==> config.mk <==
export PLATFORM = sky130hd
export DESIGN_NAME = fwd_scoreboard
export DESIGN_NICKNAME = d
export VERILOG_FILES = /design/src/rtl/fwd_scoreboard_pkg.sv /design/src/rtl/mc_scoreboard.sv /design/src/rtl/fwd_scoreboard.sv
export SDC_FILE = /design/constraint.sdc
export NUM_CORES = 1
export LEC_CHECK = 0
export BUFFER_PORTS_ARGS = -buffer_cell sky130_fd_sc_hd__buf_4
export CORE_MARGIN = 5
export CORE_UTILIZATION = 40
export CTS_CLUSTER_SIZE = 25
export DETAILED_ROUTE_END_ITERATION = 10
export PLACE_DENSITY = 0.66
export SYNTH_ARGS = -nofsm -noshare
export SYNTH_HDL_FRONTEND = slang
export SYNTH_SLANG_ARGS = --single-unit
==> constraint.sdc <==
create_clock -name clk_i -period 4.2 [get_ports clk_i]
set_input_delay 0.63 -clock clk_i [delete_from_list [all_inputs] [get_ports clk_i]]
set_output_delay 0.63 -clock clk_i [all_outputs]
set_load 0.1 [all_outputs]
==> src/rtl/fwd_scoreboard_pkg.sv <==
// Shared types and constants for the operand-forwarding / multi-cycle scoreboard slice.
package fwd_scoreboard_pkg;

    localparam int unsigned XLEN          = 32;
    localparam int unsigned NUM_ARCH_REGS = 32;
    localparam int unsigned MC_DEPTH_MAX  = 8;
    localparam int unsigned REG_IDX_W     = 5;

    // One later pipeline stage offering its result for bypass
    typedef struct packed {
        logic [REG_IDX_W-1:0] addr;
        logic [XLEN-1:0]      data;
        logic                 valid;
        logic                 ready;
    } fwd_port_t;

endpackage

==> src/rtl/mc_scoreboard.sv <==
// Busy bitmap, outstanding-op counter and sticky error flag for multi-cycle destinations.
module mc_scoreboard
    import fwd_scoreboard_pkg::*;
#(
    parameter  int unsigned MC_DEPTH = 2,
    localparam int unsigned PW       = $clog2(MC_DEPTH + 1)
) (
    input  logic                     clk_i,
    input  logic                     rstn_i,
    input  logic                     issue_i,
    input  logic [REG_IDX_W-1:0]     issue_rd_i,
    input  logic                     done_i,
    input  logic [REG_IDX_W-1:0]     done_rd_i,
    output logic [NUM_ARCH_REGS-1:0] busy_o,
    output logic [PW-1:0]            pending_o,
    output logic                     err_o
);

    logic [NUM_ARCH_REGS-1:0] busy_q, busy_d;
    logic [PW-1:0]            pend_q, pend_d;
    logic                     err_q, err_d;
    logic                     done_ok;

    // A completion only counts if its destination was actually outstanding
    assign done_ok = done_i && busy_q[done_rd_i];

    always_comb begin
        busy_d = busy_q;
        pend_d = pend_q;
        err_d  = err_q;
        if (issue_i) begin
            busy_d[issue_rd_i] = 1'b1;
        end
        if (done_ok) begin
            busy_d[done_rd_i] = 1'b0;
        end else if (done_i) begin
            err_d = 1'b1;
        end
        case ({issue_i, done_ok})
            2'b10:   pend_d = pend_q + PW'(1);
            2'b01:   pend_d = pend_q - PW'(1);
            default: pend_d = pend_q;
        endcase
    end

    always_ff @(posedge clk_i or negedge rstn_i) begin
        if (!rstn_i) begin
            busy_q <= '0;
            pend_q <= '0;
            err_q  <= 1'b0;
        end else begin
            busy_q <= busy_d;
            pend_q <= pend_d;
            err_q  <= err_d;
        end
    end

    assign busy_o    = busy_q;
    assign pending_o = pend_q;
    assign err_o     = err_q;

endmodule

==> src/rtl/fwd_scoreboard.sv <==
// Decode-stage operand forwarding, hazard stall/flush generation and stall-cycle counter.
module fwd_scoreboard
    import fwd_scoreboard_pkg::*;
#(
    parameter  int unsigned NUM_FWD  = 3,
    parameter  int unsigned MC_DEPTH = 2,
    localparam int unsigned SELW     = $clog2(NUM_FWD + 1),
    localparam int unsigned PW       = $clog2(MC_DEPTH + 1)
) (
    input  logic                        clk_i,
    input  logic                        rstn_i,
    input  logic [REG_IDX_W-1:0]        rs1D_idx_i,
    input  logic [REG_IDX_W-1:0]        rs2D_idx_i,
    input  logic [1:0]                  rs_used_i,
    input  logic [XLEN-1:0]             rs1D_data_i,
    input  logic [XLEN-1:0]             rs2D_data_i,
    input  logic [REG_IDX_W-1:0]        rdD_idx_i,
    input  logic                        rdD_wr_i,
    input  logic                        issue_mc_i,
    input  fwd_port_t [NUM_FWD-1:0]     fwd_port_i,
    input  logic                        mc_done_i,
    input  logic [REG_IDX_W-1:0]        mc_done_rd_i,
    input  logic                        branch_tkn_i,
    output logic [XLEN-1:0]             rs1_o,
    output logic [XLEN-1:0]             rs2_o,
    output logic [SELW-1:0]             fwd_sel1_o,
    output logic [SELW-1:0]             fwd_sel2_o,
    output logic                        stall_o,
    output logic                        pc_en_o,
    output logic                        flush_o,
    output logic [PW-1:0]               mc_pending_o,
    output logic [31:0]                 stall_cnt_o,
    output logic                        err_o
);

    logic [NUM_ARCH_REGS-1:0] busy;
    logic [REG_IDX_W-1:0]     src_idx [2];
    logic [XLEN-1:0]          src_rf  [2];
    logic [SELW-1:0]          sel     [2];
    logic [XLEN-1:0]          opnd    [2];
    logic [1:0]               src_stall;
    logic                     waw_stall, cap_stall, stall_raw, issue;
    logic [31:0]              stall_cnt_q, stall_cnt_d;

    assign src_idx[0] = rs1D_idx_i;
    assign src_idx[1] = rs2D_idx_i;
    assign src_rf[0]  = rs1D_data_i;
    assign src_rf[1]  = rs2D_data_i;

    // Youngest matching stage wins; x0 always reads as zero from the register file
    always_comb begin
        for (int s = 0; s < 2; s++) begin
            logic found;
            found        = 1'b0;
            sel[s]       = '0;
            opnd[s]      = '0;
            src_stall[s] = 1'b0;
            if (src_idx[s] != '0) begin
                opnd[s] = src_rf[s];
                if (rs_used_i[s]) begin
                    for (int k = 0; k < int'(NUM_FWD); k++) begin
                        if (!found && fwd_port_i[k].valid && fwd_port_i[k].addr == src_idx[s]) begin
                            found        = 1'b1;
                            sel[s]       = SELW'(k + 1);
                            opnd[s]      = fwd_port_i[k].data;
                            src_stall[s] = !fwd_port_i[k].ready;
                        end
                    end
                    if (busy[src_idx[s]]) begin
                        src_stall[s] = 1'b1;
                    end
                end
            end
        end
    end

    assign waw_stall = issue_mc_i && rdD_wr_i && busy[rdD_idx_i];
    assign cap_stall = issue_mc_i && (mc_pending_o == PW'(MC_DEPTH));
    assign stall_raw = (|src_stall) || waw_stall || cap_stall;

    // A taken branch squashes decode, so it overrides any stall
    assign flush_o = branch_tkn_i;
    assign stall_o = stall_raw && !branch_tkn_i;
    assign pc_en_o = !stall_o;
    assign issue   = !stall_o && !branch_tkn_i && issue_mc_i && rdD_wr_i && (rdD_idx_i != '0);

    assign rs1_o      = opnd[0];
    assign rs2_o      = opnd[1];
    assign fwd_sel1_o = sel[0];
    assign fwd_sel2_o = sel[1];

    mc_scoreboard #(
        .MC_DEPTH (MC_DEPTH)
    ) u_mc_scoreboard (
        .clk_i      (clk_i),
        .rstn_i     (rstn_i),
        .issue_i    (issue),
        .issue_rd_i (rdD_idx_i),
        .done_i     (mc_done_i),
        .done_rd_i  (mc_done_rd_i),
        .busy_o     (busy),
        .pending_o  (mc_pending_o),
        .err_o      (err_o)
    );

    always_comb begin
        stall_cnt_d = stall_cnt_q;
        if (stall_o && stall_cnt_q != '1) begin
            stall_cnt_d = stall_cnt_q + 32'd1;
        end
    end

    always_ff @(posedge clk_i or negedge rstn_i) begin
        if (!rstn_i) begin
            stall_cnt_q <= '0;
        end else begin
            stall_cnt_q <= stall_cnt_d;
        end
    end

    assign stall_cnt_o = stall_cnt_q;

endmodule

==> results.md <==
- Post-route DRC: 0
- Top-Level Pins: 315
- Post-route cell area: between 10,000 and 15,000 µm²
- CTS HTree Levels: 3
- Setup CP Type: primary input to output port
- Ys Warns: 0
- Minimum hold slack: about 400 ps
- Slack of the worst reg-to-reg path: 1160 ps
- Core ar.: 18,770 µm²
- Routability cong.: 0.9499
- Setup violators final: 0
- Distinct cells, synth: 66
- Reg clk slew, reported paths: 60 ps
- Final net count: roughly 1,400
- Number of synthesized register bits: 67
- CP cell instances: buf_4, xnor2_1, nand3_1, nor3_4, nand3_1, o221ai_1, o21ai_0, a2bb2oi_1, nor2_2, buf_4
- Critical path arrival: 3130 ps
- CTS Hold Bufs: 0
- Syn_nets: 1,143
- Detail Route Antenna Nets: 0
- CP startpoint: rs2D_idx_i[0]
- Via/cell ratio: 6.047
- Tot GR Track Use: 28.15%
- Total Wirelength: 32,220 µm
- Tmin final: roughly 3800 ps
- Routed len/inst: 22.48 µm
- Worst Reg-to-Reg Cells: 9
- PD cells: 314.1 nW/µm²
- First-pass GRT wire length: 49,250 µm
- CP max stage delay: about 540 ps
- RSZ-0062 raised after global routing: no
- Worst-skew pair later-pin latency: 340 ps
- Syn_area_per_cell: 8.191 µm²
- Worst-margin pin slew: ~920 ps
- Top_reg_cell synth: dfrtp_1
- GRT Residual Overflow: 0
- Most frequent cell after synthesis: nor2_1
- EDFF count, synth: 0
- TritonCTS Sinks: 67
- Number of max-cap violations: 0
- Final slew viol count: 0
- CP Data Required Time: approximately 3600 ps
- Setup TNS: 0 ps
- Largest net degree at the start of global routing: 68
- Hold crit path type: primary input to asynchronous set/reset pin
- DR pass1 iterations: 5
- DR vias: 8,666
- Highest clock rate: 265.7 MHz
- Worst Path Max Fanout: 14
- Clock skew: 6.052 ps
- Hpwl dp: 24,650 µm
- Worst path slowest cell: nand3_1
- Max IR drop VDD: 0.6199 mV
- Setup crit end kind: output port
- Post-synth top cells: nor2_1, a21oi_1, mux2i_1
- Post-Syn Area: 7634 µm²
- Cts repair resizes: 0
- Std cell rows: 50
- Area Overhead vs Synth: 40.29%
- Tot Pwr: 3364 µW
- Die height: 148.1 µm
- Post-CTS Setup Repair Bufs: 0
- Crit start category: primary input
- CTS max path bufs: 2
- Placed inst area: 10,400 µm²
- TritonCTS Buffers: 9
- Die X-Extent: roughly 150 µm
- Initial Util: roughly two fifths
- Post-Synthesis Cells: 932
- Root buffer cell: clkbuf_16
- Share of layout cells above drive strength 1: 39.83%
- CTS tree: yes
- Slew HR: roughly two fifths
- Vias in the first global route: 8,556
- Ranking of synthesized cells by area: dfrtp_1, mux2i_1, nor2_1, a21oi_1, mux4_2
- Seq/Total Area, Yosys: a little over a fifth
- Worst R2R Start: u_mc_scoreboard.busy_o[21]
- Final Hold Fails: 0
- Async set-reset flop share out of synthesis: between 90% and 100%
- RR Endpoint: stall_cnt_o[1]
- Final Cycle Share: 89.62%
- Top cell type's share of synthesized area: 21.96%
- I/O Buffers: roughly 310
- Status: complete, no violations
- Synth area leader: dfrtp_1
- Initial antenna violation count: 4
- Static Leak: 0.004858 µW
- DR iter-0 viols: 654
- Die area: 21,950 µm²
## how the worst max path moves through the flow
stage                           end  slack [ps]  cells after the start
final                     rs2_o[14]         440                     10
after global routing      rs2_o[14]         140                     10
after global placement    rs2_o[14]         530                     10
after CTS                 rs2_o[14]         460                     10
after detailed placement  rs2_o[14]         460                     10
after floorplan           rs2_o[11]         -90                      9
## power breakdown
group / internal, µW / switching (µW) / total (µW)
combinational: 555 / 1210 / 1760
clock: 475 / 285 / 759
sequential: 725 / 119 / 844
total: 1750 / 1610 / 3360
## logic make-up after synthesis
group                      after synthesis  share of synthesized area [%]
buffers and inverters                   99                          5.868
and+or+nand+nor                        348                          25.16
AOI/OAI and AO/OA                      255                          23.23
xor gates and xnor gates                64                          7.441
muxes                                   97                          16.01
DFF                                     67                          21.96
adders and majority gates                2                         0.3278
## metrics by stage
step                      utilization [%]  instances  setup WS, ps
after floorplan                         -        932        -87.30
after global placement              55.39       1413         529.3
after detailed placement            55.39       1413         461.6
after CTS                           57.01       1429         457.6
after global routing                57.06       1433         135.0
final                               57.06       1433         435.8
## flip-flops by register name, summed over array words and instances, names as in the netlist
signal                     flops
u_mc_scoreboard.busy_o        32
u_mc_scoreboard.err_o          1
stall_cnt_o                   32
u_mc_scoreboard.pending_o      2
## layout by cell type (no fill, tap or decap), types with 8 or more instances in the layout
cell type,n
nor3_1,17
o21ai_0,14
nor4_1,19
nor2_1,91
a31oi_1,8
a211oi_4,9
mux4_2,20
dfrtp_1,67
a221oi_1,32
mux2i_1,76
a21oi_1,88
nand3_1,25
inv_1,10
xor2_1,48
a211oi_1,16
nand2_1,22
clkbuf_16,9
xnor2_1,15
o22ai_1,13
a2bb2oi_1,26
nor2_2,43
nand2b_1,9
buf_4,331
o221ai_1,13
and2_1,37
nor4_2,13
nor2b_1,11
## layer usage
layer / share of wire, % / global-route usage (%) / vias to the layer above
met5: 0 / 0 / -
met4: 4.2 / 11.87 / 0
met3: 7.3 / 5.667 / 74
met2: 50 / 48.89 / 356
met1: 38 / 33.99 / 4227
li1: - / - / 4009
## final cells by class
class	instances	area, µm²
antenna	4	10.01
inverter	11	45.04
clock inverter	6	65.06
clock buffer	10	239.0
fill	1775	8059
sequential	67	1677
multi-input combinational	766	5816
timing repair buffer	335	2565
tap	234	292.8
## critical path: cells and delay by family
kind / cells / cell delay [ps]
AOI/OAI and AO/OA: 3 / 820
buffers and inverters: 2 / 490
and+or+nand+nor: 4 / 1010
xor gates and xnor gates: 1 / 160
Power figures use the tool's default switching activity.
